==> config.mk <==
export PLATFORM = sky130hd
export DESIGN_NAME = alu_result_collector
export DESIGN_NICKNAME = d
export VERILOG_FILES = /design/src/rtl/alu_pkg.sv /design/src/rtl/alu_collect_fifo.sv /design/src/rtl/alu_result_collector.sv
export SDC_FILE = /design/constraint.sdc
export NUM_CORES = 1
export LEC_CHECK = 0
export ABC_AREA = 0
export ABC_CLOCK_PERIOD_IN_PS = 3750
export CAP_MARGIN = 25
export CORE_MARGIN = 5
export CORE_UTILIZATION = 54
export DETAILED_ROUTE_END_ITERATION = 12
export GPL_ROUTABILITY_DRIVEN = 1
export PLACE_DENSITY = 0.86
export SYNTH_ARGS = -nofsm -noshare
export SYNTH_HDL_FRONTEND = slang
export SYNTH_HIERARCHICAL = 1
export SYNTH_SLANG_ARGS = --single-unit
==> constraint.sdc <==
create_clock -name soc_clk -period 3.75 [get_ports soc_clk]
set_input_delay 0.75 -clock soc_clk [delete_from_list [all_inputs] [get_ports soc_clk]]
set_output_delay 0.75 -clock soc_clk [all_outputs]
set_load 0.01 [all_outputs]
==> src/rtl/alu_pkg.sv <==
// Shared ALU definitions: op codes, functional-unit ids and the op-to-unit mapping.
// Used by the dispatcher, the ALU units and the result collector.
package alu_pkg;

    localparam int unsigned XLEN    = 32;
    localparam int unsigned OP_W    = 5;
    localparam int unsigned RD_W    = 5;
    localparam int unsigned ENTRY_W = XLEN + RD_W + 1;

    typedef enum logic [OP_W-1:0] {
        OP_ADD  = 5'd0,
        OP_SUB  = 5'd1,
        OP_SLT  = 5'd2,
        OP_SLTU = 5'd3,
        OP_XOR  = 5'd4,
        OP_OR   = 5'd5,
        OP_AND  = 5'd6,
        OP_SLL  = 5'd8,
        OP_SRL  = 5'd12,
        OP_SRA  = 5'd13
    } alu_op_e;

    typedef enum logic [2:0] {
        ADDER,
        COMPARE,
        LOGIC,
        SHIFT,
        NONE
    } alu_unit_e;

    typedef struct packed {
        logic [XLEN-1:0] data;
        logic [RD_W-1:0] rd;
        logic            illegal;
    } alu_result_t;

    // Takes a raw code so undefined encodings map cleanly to NONE.
    function automatic alu_unit_e op_to_unit(input logic [OP_W-1:0] op);
        alu_unit_e unit;
        unit = NONE;
        case (op)
            OP_ADD, OP_SUB:         unit = ADDER;
            OP_SLT, OP_SLTU:        unit = COMPARE;
            OP_XOR, OP_OR, OP_AND:  unit = LOGIC;
            OP_SLL, OP_SRL, OP_SRA: unit = SHIFT;
            default:                unit = NONE;
        endcase
        return unit;
    endfunction

endpackage

==> src/rtl/alu_collect_fifo.sv <==
// Synchronous result FIFO with push, pop, flush and occupancy count.
// Head is read straight from registered storage; it reads as zero when empty.
module alu_collect_fifo #(
    parameter int unsigned WIDTH = 38,
    parameter int unsigned DEPTH = 4
) (
    input  logic                     soc_clk,
    input  logic                     reset_n,
    input  logic                     flush,
    input  logic                     push,
    input  logic [WIDTH-1:0]         push_data,
    input  logic                     pop,
    output logic [WIDTH-1:0]         head_data,
    output logic [$clog2(DEPTH):0]   count
);

    localparam int unsigned AW = $clog2(DEPTH);
    localparam int unsigned CW = AW + 1;

    logic [WIDTH-1:0] mem [DEPTH];
    logic [AW-1:0]    wr_ptr;
    logic [AW-1:0]    rd_ptr;
    logic             do_pop;

    assign do_pop    = pop && (count != '0);
    assign head_data = (count != '0) ? mem[rd_ptr] : '0;

    always_ff @(posedge soc_clk or negedge reset_n) begin
        if (!reset_n) begin
            wr_ptr <= '0;
            rd_ptr <= '0;
            count  <= '0;
        end else if (flush) begin
            wr_ptr <= '0;
            rd_ptr <= '0;
            count  <= '0;
        end else begin
            if (push)   wr_ptr <= wr_ptr + AW'(1);
            if (do_pop) rd_ptr <= rd_ptr + AW'(1);
            if (push && !do_pop)      count <= count + CW'(1);
            else if (!push && do_pop) count <= count - CW'(1);
        end
    end

    // When full, push and pop share a slot: the old head is read this cycle, overwritten at the edge.
    always_ff @(posedge soc_clk) begin
        if (push && !flush) mem[wr_ptr] <= push_data;
    end

endmodule

==> src/rtl/alu_result_collector.sv <==
// Collects ALU unit results one cycle after issue, buffers them and hands them to writeback.
// Optional macro ALU_COLLECT_X0_FILTER_EN: results targeting rd==0 are not buffered.
module alu_result_collector
    import alu_pkg::*;
#(
    parameter int unsigned DEPTH = 4
) (
    input  logic                   soc_clk,
    input  logic                   reset_n,
    input  logic                   flush,
    input  logic                   dat_ready,
    input  logic [4:0]             Instruction_to_ALU,
    input  logic [4:0]             rd_addr,
    input  logic [XLEN-1:0]        Adder_out,
    input  logic [XLEN-1:0]        Compare_out,
    input  logic [XLEN-1:0]        Logic_out,
    input  logic [XLEN-1:0]        Shifter_out,
    output logic                   alu_ready,
    output logic                   wb_valid,
    input  logic                   wb_ready,
    output logic [XLEN-1:0]        wb_data,
    output logic [4:0]             wb_rd,
    output logic                   wb_illegal,
    output logic [$clog2(DEPTH):0] fifo_count
);

    localparam int unsigned CW = $clog2(DEPTH) + 1;

    logic            issue;
    logic            s1_valid;
    logic [OP_W-1:0] s1_op;
    logic [RD_W-1:0] s1_rd;
    alu_result_t     collected;
    alu_result_t     head;
    logic            push;
    logic [CW:0]     credit_used;

    assign issue = dat_ready && alu_ready;

    always_ff @(posedge soc_clk or negedge reset_n) begin
        if (!reset_n) begin
            s1_valid <= 1'b0;
            s1_op    <= '0;
            s1_rd    <= '0;
        end else if (flush) begin
            s1_valid <= 1'b0;
        end else begin
            s1_valid <= issue;
            if (issue) begin
                s1_op <= Instruction_to_ALU;
                s1_rd <= rd_addr;
            end
        end
    end

    always_comb begin
        collected    = '0;
        collected.rd = s1_rd;
        case (op_to_unit(s1_op))
            ADDER:   collected.data = Adder_out;
            COMPARE: collected.data = Compare_out;
            LOGIC:   collected.data = Logic_out;
            SHIFT:   collected.data = Shifter_out;
            default: collected.illegal = 1'b1;
        endcase
    end

`ifdef ALU_COLLECT_X0_FILTER_EN
    assign push = s1_valid && (s1_rd != '0);
`else
    assign push = s1_valid;
`endif

    // Credit counts the op still in stage 1, so the FIFO can never overflow.
    assign credit_used = {1'b0, fifo_count} + (CW+1)'(s1_valid);
    assign alu_ready   = credit_used < (CW+1)'(DEPTH);

    alu_collect_fifo #(
        .WIDTH (ENTRY_W),
        .DEPTH (DEPTH)
    ) u_fifo (
        .soc_clk   (soc_clk),
        .reset_n   (reset_n),
        .flush     (flush),
        .push      (push),
        .push_data (collected),
        .pop       (wb_valid && wb_ready),
        .head_data (head),
        .count     (fifo_count)
    );

    assign wb_valid   = fifo_count != '0;
    assign wb_data    = head.data;
    assign wb_rd      = head.rd;
    assign wb_illegal = head.illegal;

endmodule

==> key figures <==
Setup path
  • CP Launch Type: flop
  • Critical path type: flop to primary output
  • Reg2reg start: s1_op[1]$_DFFE_PN0P_
  • Worst-path cell chain: buf_12 > mux4_2 > and2_1 > clkdlybuf4s50_1
  • Crit. End Element: primary output
  • Worst-case reg-to-reg path depth: 3
  • CP required: 3000 ps
  • R2r endpoint: u_fifo/mem[1][7]$_DFFE_PP_
  • Critical path peak fanout: 17
  • Slowest CP cell: dfrtp_2
  • CP Launch Point: u_fifo/rd_ptr[0]$_DFFE_PN0P_
  • Flop2flop setup slack: 1200 ps
  • Crit-path max cell delay: 700 ps
  • WP data arrival: 2620 ps

Synthesis
  • Synth Area per Inst: 17.3 um^2
  • Gate Count Post-Synth: 441
  • Count of cell types in the netlist: 37
  • Leading area contributor after synthesis: edfxtp_1
  • Post-Synth Adder-Cell Area: 0.916%
  • Largest family of logic cells by synthesized area: multiplexers
  • Async SR Flop Fraction: 10.6%
  • Post-synthesis compound-gate area fraction: 5.77%
  • Syn nets: 589
  • Synth cell count leaders: 152 x edfxtp_1, 44 x and2_1, 38 x mux4_2, 38 x nor2_1
  • Area share of xor/xnor cells in the synthesized design: 0.458%
  • Top-count cell post-synth: edfxtp_1
  • Top post-synthesis cells by area: edfxtp_1 60%, mux4_2 11%, dfrtp_1 5.9%, a221o_1 4.3%, mux2i_1 4.3%
  • Mapped Area: 7650 um^2
  • FF+latch count, synth: 170
  • Post-synth top area share: 59.7%
  • Mux cell area share after synthesis: 17.1%
  • Post-synthesis simple-gate area fraction: 6.54%
  • Top_reg_cell synth: edfxtp_1
  • Number of synthesized flops with an enable pin: 152
  • Ys Warns: 6
  • Register area share after synthesis: 65.6%

STA
  • Post-layout minimum cycle time: 3370 ps
  • Rel. slew slack: 31.1%
  • Final Setup Violations: 0
  • Worst-margin pin slew: 1030 ps
  • Fin crit share: 89.7%
  • Setup Skew: 10.0 ps
  • Pins Over Slew Limit: 0
  • Fmax: 0.297 GHz
  • Endpoints failing hold: 0
  • Setup_tns: 0 ps
  • RSZ-0062 raised after global routing: false

Detailed routing
  • First-pass detailed-route iteration total: 4
  • DRT Wirelength: 17100 um
  • Initial drt markers: 367
  • DRC viols: 0
  • Antenna Nets Post-Route: 0
  • Vias per inst: 5.68
  • Drt wl/cell: 20.9 um
  • Via count of the routed design: 4650

GRT
  • Antenna violations before repair: 0
  • Grt ovf: 0
  • First-pass GRT wire length: 26700 um
  • Largest net degree at the start of global routing: 42
  • Total Routing Usage GR: 21.7%
  • Number of global-route vias before repair: 5120

Layout
  • Antenna diode count: 0
  • Layout Nets: 774
  • Filler cells: 825
  • Area Growth Syn to Fin: 33.5%
  • Share of cells above drive strength 1: 15.0%

CTS
  • CTS H-Tree Depth: 4
  • Clock Pin Slew Worst Setup and Hold Paths: 60 ps
  • Clk buf depth: 2
  • Clk Latency, worst-skew pair: 440 ps
  • Cts repair resizes: 0
  • Clock Root Buffer: clkbuf_16
  • Hold-fix buffers at CTS: 0
  • TritonCTS Sinks: 170
  • Post-CTS setup buffers: 0
  • CTS tree: yes
  • CTS buffer count: 17

Job
  • Max-capacitance violation count: 0

Power
  • Leakage: 0.00352 uW
  • Power per cell area: 500 nW/um^2
  • Maximum VDD drop: 0.000367 V
  • Total power: 5100 uW

Floorplanning
  • Die Height: 129 um
  • # rows: 43
  • Core area: 13900 um^2
  • Die width: 129 um
  • Die Area: 16600 um^2
  • I/O pin total: 186
  • Initial Util: 55.1%

Worst hold path
  • Hold_sp: s1_rd[3]$_DFFE_PN0P_
  • Hold Crit Depth: 0
  • Min-Delay Endpoint: u_fifo/mem[2][4]$_DFFE_PP_
  • Min-Delay Path Class: flop to flop

Place
  • Final Wtd Congestion: 0.783
  • Number of port buffers: 185
  • Post-DP HPWL: 11600 um

Status
  • Status: finished, final reports clean
[metrics by stage]
step | util [%] | hold slack (ps) | area, um^2 | worst slack, ps | cells
floorplan | - | 454 | 7650 | 1320 | 441
detailed placement | 69.2 | 509 | 9610 | 770 | 787
global placement | 69.2 | 489 | 9610 | 808 | 787
global route | 73.6 | 553 | 10200 | 201 | 819
CTS | 73.6 | 515 | 10200 | 314 | 819
finish | 73.6 | 509 | 10200 | 385 | 819
[worst max path at each step]
stage / end / cells after the start
finish: wb_data[6] / 4
global route: wb_data[21] / 4
CTS: wb_data[6] / 4
detailed placement: u_fifo/count[1]$_DFFE_PN0P_ / 8
global placement: wb_data[25] / 4
floorplan: u_fifo/mem[0][0]$_DFFE_PP_ / 3
[report_power, final]
group / internal (uW) / switching, uW / total, uW / leakage, uW
clock: 1010 / 702 / 1710 / 0.000277
combinational: 580 / 485 / 1070 / 0.00162
sequential: 2230 / 93.6 / 2330 / 0.00162
[logic make-up (layout without fill, tap and decap cells)]
group	Yosys count	in the layout
simple gates	96	96
flops	170	170
compound gates	46	46
mux	82	82
xor+xnor	4	4
buf+inv	38	236
fa+ha+maj	5	5
[state kept, by name, indices dropped and copies added, names as in the netlist]
register       count
s1_op              5
u_fifo/mem       152
u_fifo/count       3
push               1
s1_rd              5
u_fifo/rd_ptr      2
u_fifo/wr_ptr      2
[cells in the final DEF (no fill, tap or decap), types with 4 or more instances in the layout]
cell type	n
a221o_1	33
and2_1	40
and2_2	4
buf_4	10
clkbuf_16	18
clkdlybuf4s50_1	185
clkinvlp_4	6
dfrtp_1	15
edfxtp_1	152
ha_1	4
inv_1	4
mux2_1	10
mux2i_1	33
mux4_2	38
nor2_1	38
[cell type report]
| class | count | area [um^2] | area share [%] |
|---|---|---|---|
| Clock inverter | 11 | 109 | 1.07 |
| Inverter | 7 | 26.3 | 0.257 |
| Sequential cell | 170 | 5020 | 49.1 |
| Timing Repair Buffer | 197 | 1970 | 19.3 |
| Clock buffer | 21 | 492 | 4.81 |
| Tap cell | 180 | 225 | 2.21 |
| Multi-Input combinational cell | 233 | 2370 | 23.3 |
[metal layers]
layer	GRT usage, %	vias up	part of all wire, %
li1	-	2120	-
met1	26.1	2299	36
met2	37.6	209	53
met3	7.21	22	9.0
met4	6.55	0	2.0
met5	0	-	0
[worst max-delay path, delay by kind of cell, from the launching register on]
family,cells,cell delay (ps)
mux,1,530
buf+inv,2,740
simple gates,1,190
flops,1,700
Power figures use the tool's default switching activity.
